File: config.mk
export PLATFORM = sky130hd
export DESIGN_NAME = video_timing_gen
export DESIGN_NICKNAME = d
export VERILOG_FILES = /design/src/rtl/video_timing_gen.sv
export SDC_FILE = /design/constraint.sdc
export NUM_CORES = 1
export LEC_CHECK = 0
export ABC_AREA = 1
export CAP_MARGIN = 20
export CORE_ASPECT_RATIO = 0.6
export CORE_MARGIN = 2
export CORE_UTILIZATION = 60
export DETAILED_ROUTE_END_ITERATION = 6
export DONT_BUFFER_PORTS = 1
export GPL_ROUTABILITY_DRIVEN = 0
export PLACE_DENSITY_LB_ADDON = 0.25
export SLEW_MARGIN = 0
export SYNTH_ARGS = -nofsm -noshare
export SYNTH_HDL_FRONTEND = slang
export SYNTH_SLANG_ARGS = --single-unit
File: constraint.sdc
create_clock -name clk -period 7.4 [get_ports clk]
set_input_delay 1.48 -clock clk [delete_from_list [all_inputs] [get_ports clk]]
set_output_delay 1.48 -clock clk [all_outputs]
set_load 0.01 [all_outputs]
File: src/rtl/video_timing_gen.sv
// video_timing_gen -- HDMI-side raster timing for the A2600 video path.
// Produces hs_n / vs_n / de and the pixel position for NTSC (858x525) or
// PAL (864x625) timing, phase-locked to the console through the analyzer's
// vreset pulse.
// Optional build macro: VTG_LOCK_DETECT_EN
//   defined   -> locked reports whether vreset pulses arrive in phase
//   undefined -> locked is tied low
module video_timing_gen #(
    parameter int N_H_ACT = 720,
    parameter int N_H_FP  = 16,
    parameter int N_H_SYN = 62,
    parameter int N_H_BP  = 60,
    parameter int N_V_ACT = 480,
    parameter int N_V_FP  = 9,
    parameter int N_V_SYN = 6,
    parameter int N_V_BP  = 30,
    parameter int P_H_ACT = 720,
    parameter int P_H_FP  = 12,
    parameter int P_H_SYN = 64,
    parameter int P_H_BP  = 68,
    parameter int P_V_ACT = 576,
    parameter int P_V_FP  = 5,
    parameter int P_V_SYN = 5,
    parameter int P_V_BP  = 39
) (
    input  logic        clk,
    input  logic        reset_n,
    input  logic        pal,
    input  logic        vreset,
    output logic        hs_n,
    output logic        vs_n,
    output logic        de,
    output logic [11:0] hpos,
    output logic [10:0] vpos,
    output logic        frame_start,
    output logic        pal_active,
    output logic        locked
);

    // Per-mode limits, pre-sized to the counter widths.
    localparam logic [11:0] N_H_TOT  = 12'(N_H_ACT + N_H_FP + N_H_SYN + N_H_BP);
    localparam logic [11:0] P_H_TOT  = 12'(P_H_ACT + P_H_FP + P_H_SYN + P_H_BP);
    localparam logic [10:0] N_V_TOT  = 11'(N_V_ACT + N_V_FP + N_V_SYN + N_V_BP);
    localparam logic [10:0] P_V_TOT  = 11'(P_V_ACT + P_V_FP + P_V_SYN + P_V_BP);

    localparam logic [11:0] N_H_ACTV = 12'(N_H_ACT);
    localparam logic [11:0] P_H_ACTV = 12'(P_H_ACT);
    localparam logic [10:0] N_V_ACTV = 11'(N_V_ACT);
    localparam logic [10:0] P_V_ACTV = 11'(P_V_ACT);

    localparam logic [11:0] N_HS_BEG = 12'(N_H_ACT + N_H_FP);
    localparam logic [11:0] N_HS_END = 12'(N_H_ACT + N_H_FP + N_H_SYN);
    localparam logic [11:0] P_HS_BEG = 12'(P_H_ACT + P_H_FP);
    localparam logic [11:0] P_HS_END = 12'(P_H_ACT + P_H_FP + P_H_SYN);
    localparam logic [10:0] N_VS_BEG = 11'(N_V_ACT + N_V_FP);
    localparam logic [10:0] N_VS_END = 11'(N_V_ACT + N_V_FP + N_V_SYN);
    localparam logic [10:0] P_VS_BEG = 11'(P_V_ACT + P_V_FP);
    localparam logic [10:0] P_VS_END = 11'(P_V_ACT + P_V_FP + P_V_SYN);

    // State registers
    logic [11:0] r_hcnt;
    logic [10:0] r_vcnt;
    logic        r_pal_q;
    logic        r_vreset_q;
    logic        r_hs_n;
    logic        r_vs_n;
    logic        r_de;
    logic        r_frame_start;

    // Combinational next-state
    logic [11:0] w_h_tot_cur;
    logic [10:0] w_v_tot_cur;
    logic        w_h_last;
    logic        w_v_last;
    logic        w_wrap;
    logic [11:0] w_hcnt_next;
    logic [10:0] w_vcnt_next;
    logic        w_pal_next;
    logic        w_frame_start_next;

    // Decode limits for the mode that will be in effect after this edge
    logic [11:0] w_h_act;
    logic [11:0] w_hs_beg;
    logic [11:0] w_hs_end;
    logic [10:0] w_v_act;
    logic [10:0] w_vs_beg;
    logic [10:0] w_vs_end;
    logic        w_de_next;
    logic        w_hs_n_next;
    logic        w_vs_n_next;

    // Wrap detection uses ">= total-1" so a raster left out of range by a
    // mode change still folds back to (0,0) instead of running to overflow.
    always_comb begin
        w_h_tot_cur = r_pal_q ? P_H_TOT : N_H_TOT;
        w_v_tot_cur = r_pal_q ? P_V_TOT : N_V_TOT;
        w_h_last    = (r_hcnt >= (w_h_tot_cur - 12'd1));
        w_v_last    = (r_vcnt >= (w_v_tot_cur - 11'd1));
        w_wrap      = w_h_last && w_v_last;
    end

    // Counter advance: vreset and the natural end of frame both land on (0,0)
    // and are the only points where the pal request is taken into effect.
    always_comb begin
        w_hcnt_next = r_hcnt + 12'd1;
        w_vcnt_next = r_vcnt;
        w_pal_next  = r_pal_q;
        if (vreset || w_wrap) begin
            w_hcnt_next = '0;
            w_vcnt_next = '0;
            w_pal_next  = pal;
        end else if (w_h_last) begin
            w_hcnt_next = '0;
            w_vcnt_next = r_vcnt + 11'd1;
        end
    end

    // One frame_start per entry into (0,0); a held vreset only counts once.
    always_comb begin
        w_frame_start_next = w_wrap || (vreset && !r_vreset_q);
    end

    // Sync / enable decode of the next-state position with next-state mode.
    always_comb begin
        w_h_act     = w_pal_next ? P_H_ACTV : N_H_ACTV;
        w_hs_beg    = w_pal_next ? P_HS_BEG : N_HS_BEG;
        w_hs_end    = w_pal_next ? P_HS_END : N_HS_END;
        w_v_act     = w_pal_next ? P_V_ACTV : N_V_ACTV;
        w_vs_beg    = w_pal_next ? P_VS_BEG : N_VS_BEG;
        w_vs_end    = w_pal_next ? P_VS_END : N_VS_END;
        w_de_next   = (w_hcnt_next < w_h_act) && (w_vcnt_next < w_v_act);
        w_hs_n_next = !((w_hcnt_next >= w_hs_beg) && (w_hcnt_next < w_hs_end));
        w_vs_n_next = !((w_vcnt_next >= w_vs_beg) && (w_vcnt_next < w_vs_end));
    end

    // Raster state and registered outputs.
    always_ff @(posedge clk or negedge reset_n) begin
        if (!reset_n) begin
            r_hcnt        <= '0;
            r_vcnt        <= '0;
            r_pal_q       <= 1'b0;
            r_vreset_q    <= 1'b0;
            r_hs_n        <= 1'b1;
            r_vs_n        <= 1'b1;
            r_de          <= 1'b0;
            r_frame_start <= 1'b0;
        end else begin
            r_hcnt        <= w_hcnt_next;
            r_vcnt        <= w_vcnt_next;
            r_pal_q       <= w_pal_next;
            r_vreset_q    <= vreset;
            r_hs_n        <= w_hs_n_next;
            r_vs_n        <= w_vs_n_next;
            r_de          <= w_de_next;
            r_frame_start <= w_frame_start_next;
        end
    end

`ifdef VTG_LOCK_DETECT_EN
    logic r_locked;
    logic r_idle_frame;

    // An in-phase vreset coincides with the natural wrap and sets locked;
    // any other vreset, or a second unsynchronised frame end, clears it.
    always_ff @(posedge clk or negedge reset_n) begin
        if (!reset_n) begin
            r_locked     <= 1'b0;
            r_idle_frame <= 1'b0;
        end else if (vreset) begin
            r_locked     <= w_wrap;
            r_idle_frame <= 1'b0;
        end else if (w_wrap) begin
            if (r_idle_frame) begin
                r_locked <= 1'b0;
            end
            r_idle_frame <= 1'b1;
        end
    end

    assign locked = r_locked;
`else
    assign locked = 1'b0;
`endif

    assign hs_n        = r_hs_n;
    assign vs_n        = r_vs_n;
    assign de          = r_de;
    assign hpos        = r_hcnt;
    assign vpos        = r_vcnt;
    assign frame_start = r_frame_start;
    assign pal_active  = r_pal_q;

endmodule

==> results of run 1 <==
-- Yosys cell counts (all sizes together) --
cell	number	area (sq um)
nor4	2	18.77
o21a	1	7.510
a221o	1	10.01
nor3	6	40.04
a21oi	11	81.33
o21ai	8	40.04
and2	1	6.260
nand3b	3	22.52
clkinv	2	8.750
nor2	30	137.6
conb	1	3.750
dfrtp	27	675.7
ha	22	275.3
nand2	85	364.1
dfstp	2	52.55
nand3	16	92.59
inv	51	193.9
buf	2	22.52
or2	1	6.260
nand4	3	18.77
xor2	8	70.07
-- metrics by stage --
step	total power [mW]	cells
floorplan	0.2012	285
global placement	0.2092	328
detailed placement	0.2096	328
CTS	0.3844	336
global route	0.3979	336
finish	0.3830	336
-- critical path: cells and delay by family, from the launching register on --
family / cells / cell delay [ns]
compound gates: 1 / 0.33
simple gates: 15 / 1.38
flops: 1 / 0.43
fa+ha+maj: 2 / 0.54
buf+inv: 3 / 0.46
-- report_power, final --
part | switching, mW | internal (mW)
Sequential | 0.00614 | 0.162
Clock | 0.0649 | 0.110
Combinational | 0.0272 | 0.0129
-- metal layers --
| layer | routed length (microns) | track usage, % |
|---|---|---|
| met2 | 1893 | 34.30 |
| met3 | 520 | 6.835 |
| met5 | 0 | 0 |
| met4 | 74 | 9.605 |
| met1 | 2538 | 44.49 |
-- final timing paths --
| check | to | depth (start not counted) |
|---|---|---|
| min in group asynchronous | hpos[3] | 0 |
| worst min-delay path | frame_start | 1 |
| worst max-delay path | vs_n | 21 |
| worst max register to register | vs_n | 21 |
| worst min register to register | frame_start | 1 |
| max in group asynchronous | vs_n | 0 |
-- kinds of logic after synthesis --
family,count (synthesis),synth area share [%]
buffers and inverters,55,10.48
xor gates and xnor gates,8,3.262
other,1,0.1746
adders and majority gates,22,12.81
and+or+nand+nor,147,32.91
AOI/OAI and AO/OA,21,6.465
DFF,29,33.90
-- flip-flops by register name (all words and copies together), names as in the netlist --
| name | cells |
|---|---|
| pal_active | 1 |
| de | 1 |
| hs_n | 1 |
| hpos | 12 |
| vpos | 11 |
| frame_start | 1 |
| vs_n | 1 |
| r_vreset_q | 1 |
-- final cells by class --
class	count	area, sq um
fillers	260	1037
inverters	53	202.7
flip-flops and latches	29	728.2
well taps	45	56.30
multi-input cells	201	1202
clock inverters	1	30.03
clock buffers	7	86.33
==> out/summary.txt, run 1 <==
Final Hold Fails: 0
Placement Setup Slack: 4.100 ns
mean area per synthesized cell: 7.591 sq um
startpoint of the lowest-slack hold path: r_vreset_q
data required time at the worst endpoint: 7.62 ns
instance area at placement: 0.002190 sq mm
CTS sink cnt: 29
total power per unit cell area: 166.1 mW/mm^2
worst setup path startpoint: pal_active
static leakage: 1.233 nW
Max Freq: 311.4 MHz
startpoint type of the worst setup path: flop
starting density of the core: 64.26%
kind of end point of the critical path: flop
CP most frequent cell: nand2_1
setup repair after global routing missed its margin: false
synthesized cell area: 0.002148 sq mm
GRT Overall Usage: 27.56%
vertical die dimension: 50.35 microns
Period Utilization, post-route: 43.40%
port buffer count: 0
post-layout utilization of the core: 68.97%
Worst Clk Skew: 0.005001 ns
critical-path cell list: inv_1 -> ha_1 -> nand2_1 -> nand2_1 -> nand2_1 -> nand2_1 -> nand2_2 -> nand2_4 -> nand2_2 -> nand2_4 -> nand2_2 -> nand2_4 -> inv_2 -> ha_1 -> nand2_1 -> inv_1 -> a221o_1 -> nor2_1 -> nand4_1 -> nor2_1 -> nand3_1
Max stage delay on crit path: 0.43 ns
initial detailed-routing violation count: 109
minimum clock period after layout: 3.212 ns
top-level port count: 33
CP Max Fanout: 15
FF-to-FF setup slack: 4.19 ns
clock transition at the registers of the reported paths: 0.07 ns
number of placement rows: 16
max-cap viol count: 0
detailed placement HPWL: 3.769 mm
routed wire length per instance: 14.96 microns
VDD IR max: 0.1076 mV
Final setup viols: 0
Bufs on Longest Clock Path: 2
H-tree depth reported by CTS: 2
startpoint of the worst-slack reg-to-reg timing path: pal_active
global-route wire length before repair: 8.121 mm
number of buffers created by CTS: 5
cell with the largest stage delay on the worst path: dfrtp_1
yosys warns: 0
setup slack after layout: 4.188 ns
final non-filler cell area: 0.002306 sq mm
DIE WIDTH: 81.25 microns
layout-stage area growth over the synthesis result: 7.338%
fin. max-slew vios: 0
post-route antenna net violation count: 0
wirelength, routed: 5.026 mm
Total Die Area: 0.004091 sq mm
total of cells resized after clock tree synthesis: 0
commonest cells after routing, fill and taps aside: nand2_1 (73), inv_1 (46), dfrtp_1 (27), nor2_1 (26), ha_1 (22)
routed via count: 1793
sequential fraction of the synthesis area: 33.90%
Setup Total Neg Slack: 0 ns
Root Buffer: clkbuf_8
number of global-route vias before repair: 1620
most common cell after layout, fill and taps aside: nand2_1
remaining design rule violation count: 0
pin count of the biggest net entering global routing: 30
Synth cell types: 35
worst skew pair latency: 0.29 ns
number of register bits inferred by synthesis: 29
final hold slack: 0.4378 ns
Post-CTS Setup Repair Bufs: 0
TritonCTS clock tree: yes
share of final-layout standard cells stronger than drive strength 1: 13.06%
final global-route overflow total: 0
hold bufs inserted after CTS: 0
run status: complete, no violations
number of antenna violations at the first check in global routing: 0
1st-pass router iterations: 4
type of the worst min-delay path: flop to flop
vias per cell: 5.336
count of inserted antenna diode cells: 0
number of nets in the final layout: 316
CP Class: flop to flop
core footprint: 0.003343 sq mm
synthesized netlist cell count: 283
data arrival time of the critical path: 3.43 ns
No activity file was read; power rests on OpenSTA's default activity.
==> run 2: changes to the inputs <==
==> constraint.sdc (replaced) <==
create_clock -name clk -period 3.37 [get_ports clk]
set_input_delay 0.674 -clock clk [delete_from_list [all_inputs] [get_ports clk]]
set_output_delay 0.674 -clock clk [all_outputs]
set_load 0.01 [all_outputs]
==> out/summary.txt, run 2 (same netlist as run 1, synthesis figures left out) <==
fin. max-slew vios: 0
CP Class: flop to flop
total of cells resized after clock tree synthesis: 0
routed wire length per instance: 14.58 microns
H-tree depth reported by CTS: 2
pin count of the biggest net entering global routing: 30
area used by multi-input combinational logic: 0.001211 sq mm
CP Max Fanout: 15
CTS sink cnt: 29
Max Freq: 320.4 MHz
final global-route overflow total: 0
Total Die Area: 0.004091 sq mm
wirelength, routed: 4.973 mm
detailed placement HPWL: 3.893 mm
logic depth of the worst register-to-register path: 22
kind of end point of the critical path: flop
type of the worst min-delay path: input port to async pin
Max stage delay on crit path: 0.43 ns
Worst Clk Skew: 0.008691 ns
critical-path cell list: inv_2 -> ha_1 -> nand2_1 -> nand2_1 -> nand2_1 -> nand2_1 -> nand2_2 -> nand2_8 -> nand3_4 -> nor2_4 -> nand2_2 -> nor3_2 -> nor2_1 -> nor2_1 -> ha_1 -> nand2_1 -> inv_1 -> a221o_1 -> nor2_1 -> nand4_1 -> nor2_1 -> nand3_1
clock transition at the registers of the reported paths: 0.07 ns
startpoint of the worst-slack reg-to-reg timing path: pal_active
Period Utilization, post-route: 92.63%
CP most frequent cell: nand2_1
remaining design rule violation count: 0
Final Hold Fails: 0
number of nets in the final layout: 321
max-cap viol count: 0
GRT Overall Usage: 27.40%
Placement Setup Slack: 0.2300 ns
Bufs on Longest Clock Path: 2
number of filler instances in the final layout: 270
total chip power: 0.8461 mW
DIE WIDTH: 81.25 microns
top-level port count: 33
Critical path buffers and inverters: 2
Post-CTS Setup Repair Bufs: 0
core footprint: 0.003343 sq mm
number of placement rows: 16
setup repair after global routing missed its margin: false
data arrival time of the critical path: 3.35 ns
number of global-route vias before repair: 1635
run status: complete, no violations
vertical die dimension: 50.35 microns
data required time at the worst endpoint: 3.59 ns
count of inserted antenna diode cells: 0
hold bufs inserted after CTS: 0
layout-stage area growth over the synthesis result: 9.668%
minimum clock period after layout: 3.121 ns
routed via count: 1802
port buffer count: 0
Setup Total Neg Slack: 0 ns
total number of cells along the worst setup path: 22
cell with the largest stage delay on the worst path: dfrtp_1
vias per cell: 5.284
final non-filler cell total: 341
Sequential cell area: 728.2 sq um
startpoint type of the worst setup path: flop
share of final-layout standard cells stronger than drive strength 1: 15.20%
crit-path leading delay family: simple AND/OR/NAND/NOR gates
VDD IR max: 0.3252 mV
starting density of the core: 64.26%
number of flip-flops under the largest register name: 12
TritonCTS clock tree: yes
global-route wire length before repair: 8.073 mm
setup slack after layout: 0.2485 ns
number of antenna violations at the first check in global routing: 0
number of buffers created by CTS: 5
Root Buffer: clkbuf_8
1st-pass router iterations: 4
Placed Cells: 333
FF-to-FF setup slack: 0.25 ns
commonest cells after routing, fill and taps aside: nand2_1 (73), inv_1 (45), dfrtp_1 (27), nor2_1 (26), ha_1 (22)
worst skew pair latency: 0.29 ns
worst reg2reg path endpoint: vs_n
total power per unit cell area: 359.1 mW/mm^2
static leakage: 1.259 nW
post-route antenna net violation count: 0
Final setup viols: 0
initial detailed-routing violation count: 144
most common cell after layout, fill and taps aside: nand2_1
[run 2: cell type report]
type	count	share of cell area, %
Timing Repair Buffer	5	1.593
Clock buffer	6	3.505
Clock inverter	2	1.593
Tap cell	45	2.390
Inverter	53	8.603
Multi-Input combinational cell	201	51.41
Sequential cell	29	30.91
[run 2: how the worst max path moves through the flow]
stage,from,endpoint,slack [ns]
6_report,pal_active,vs_n,0.25
3_5_place_dp,pal_active,vs_n,0.23
2_1_floorplan,pal_active,vs_n,0.47
5_1_grt,pal_active,vs_n,0.05
3_3_place_gp,pal_active,vs_n,0.36
4_1_cts,pal_active,vs_n,0.17
[run 2: power breakdown]
| part | internal, mW | switching, mW | leakage (nW) |
|---|---|---|---|
| registers | 0.356 | 0.0117 | 0.379 |
| logic | 0.0314 | 0.0619 | 0.822 |
| clock network | 0.240 | 0.145 | 0.0574 |
| total | 0.628 | 0.218 | 1.26 |
[run 2: per-stage QoR]
| step | utilization [%] | area, sq um | hold WS (ns) |
|---|---|---|---|
| 2_1_floorplan | - | 2156 | 0.3784 |
| 3_3_place_gp | 66.62 | 2227 | 0.3788 |
| 3_5_place_dp | 66.62 | 2227 | 0.3790 |
| 4_1_cts | 70.21 | 2347 | 0.05977 |
| 5_1_grt | 70.47 | 2356 | 0.05059 |
| 6_report | 70.47 | 2356 | 0.06595 |
[run 2: metal layers]
metal	track usage, %	share of wire, %
met5	0	0
met2	36.91	39
met3	9.353	11
met1	40.09	48
met4	10.17	1.6
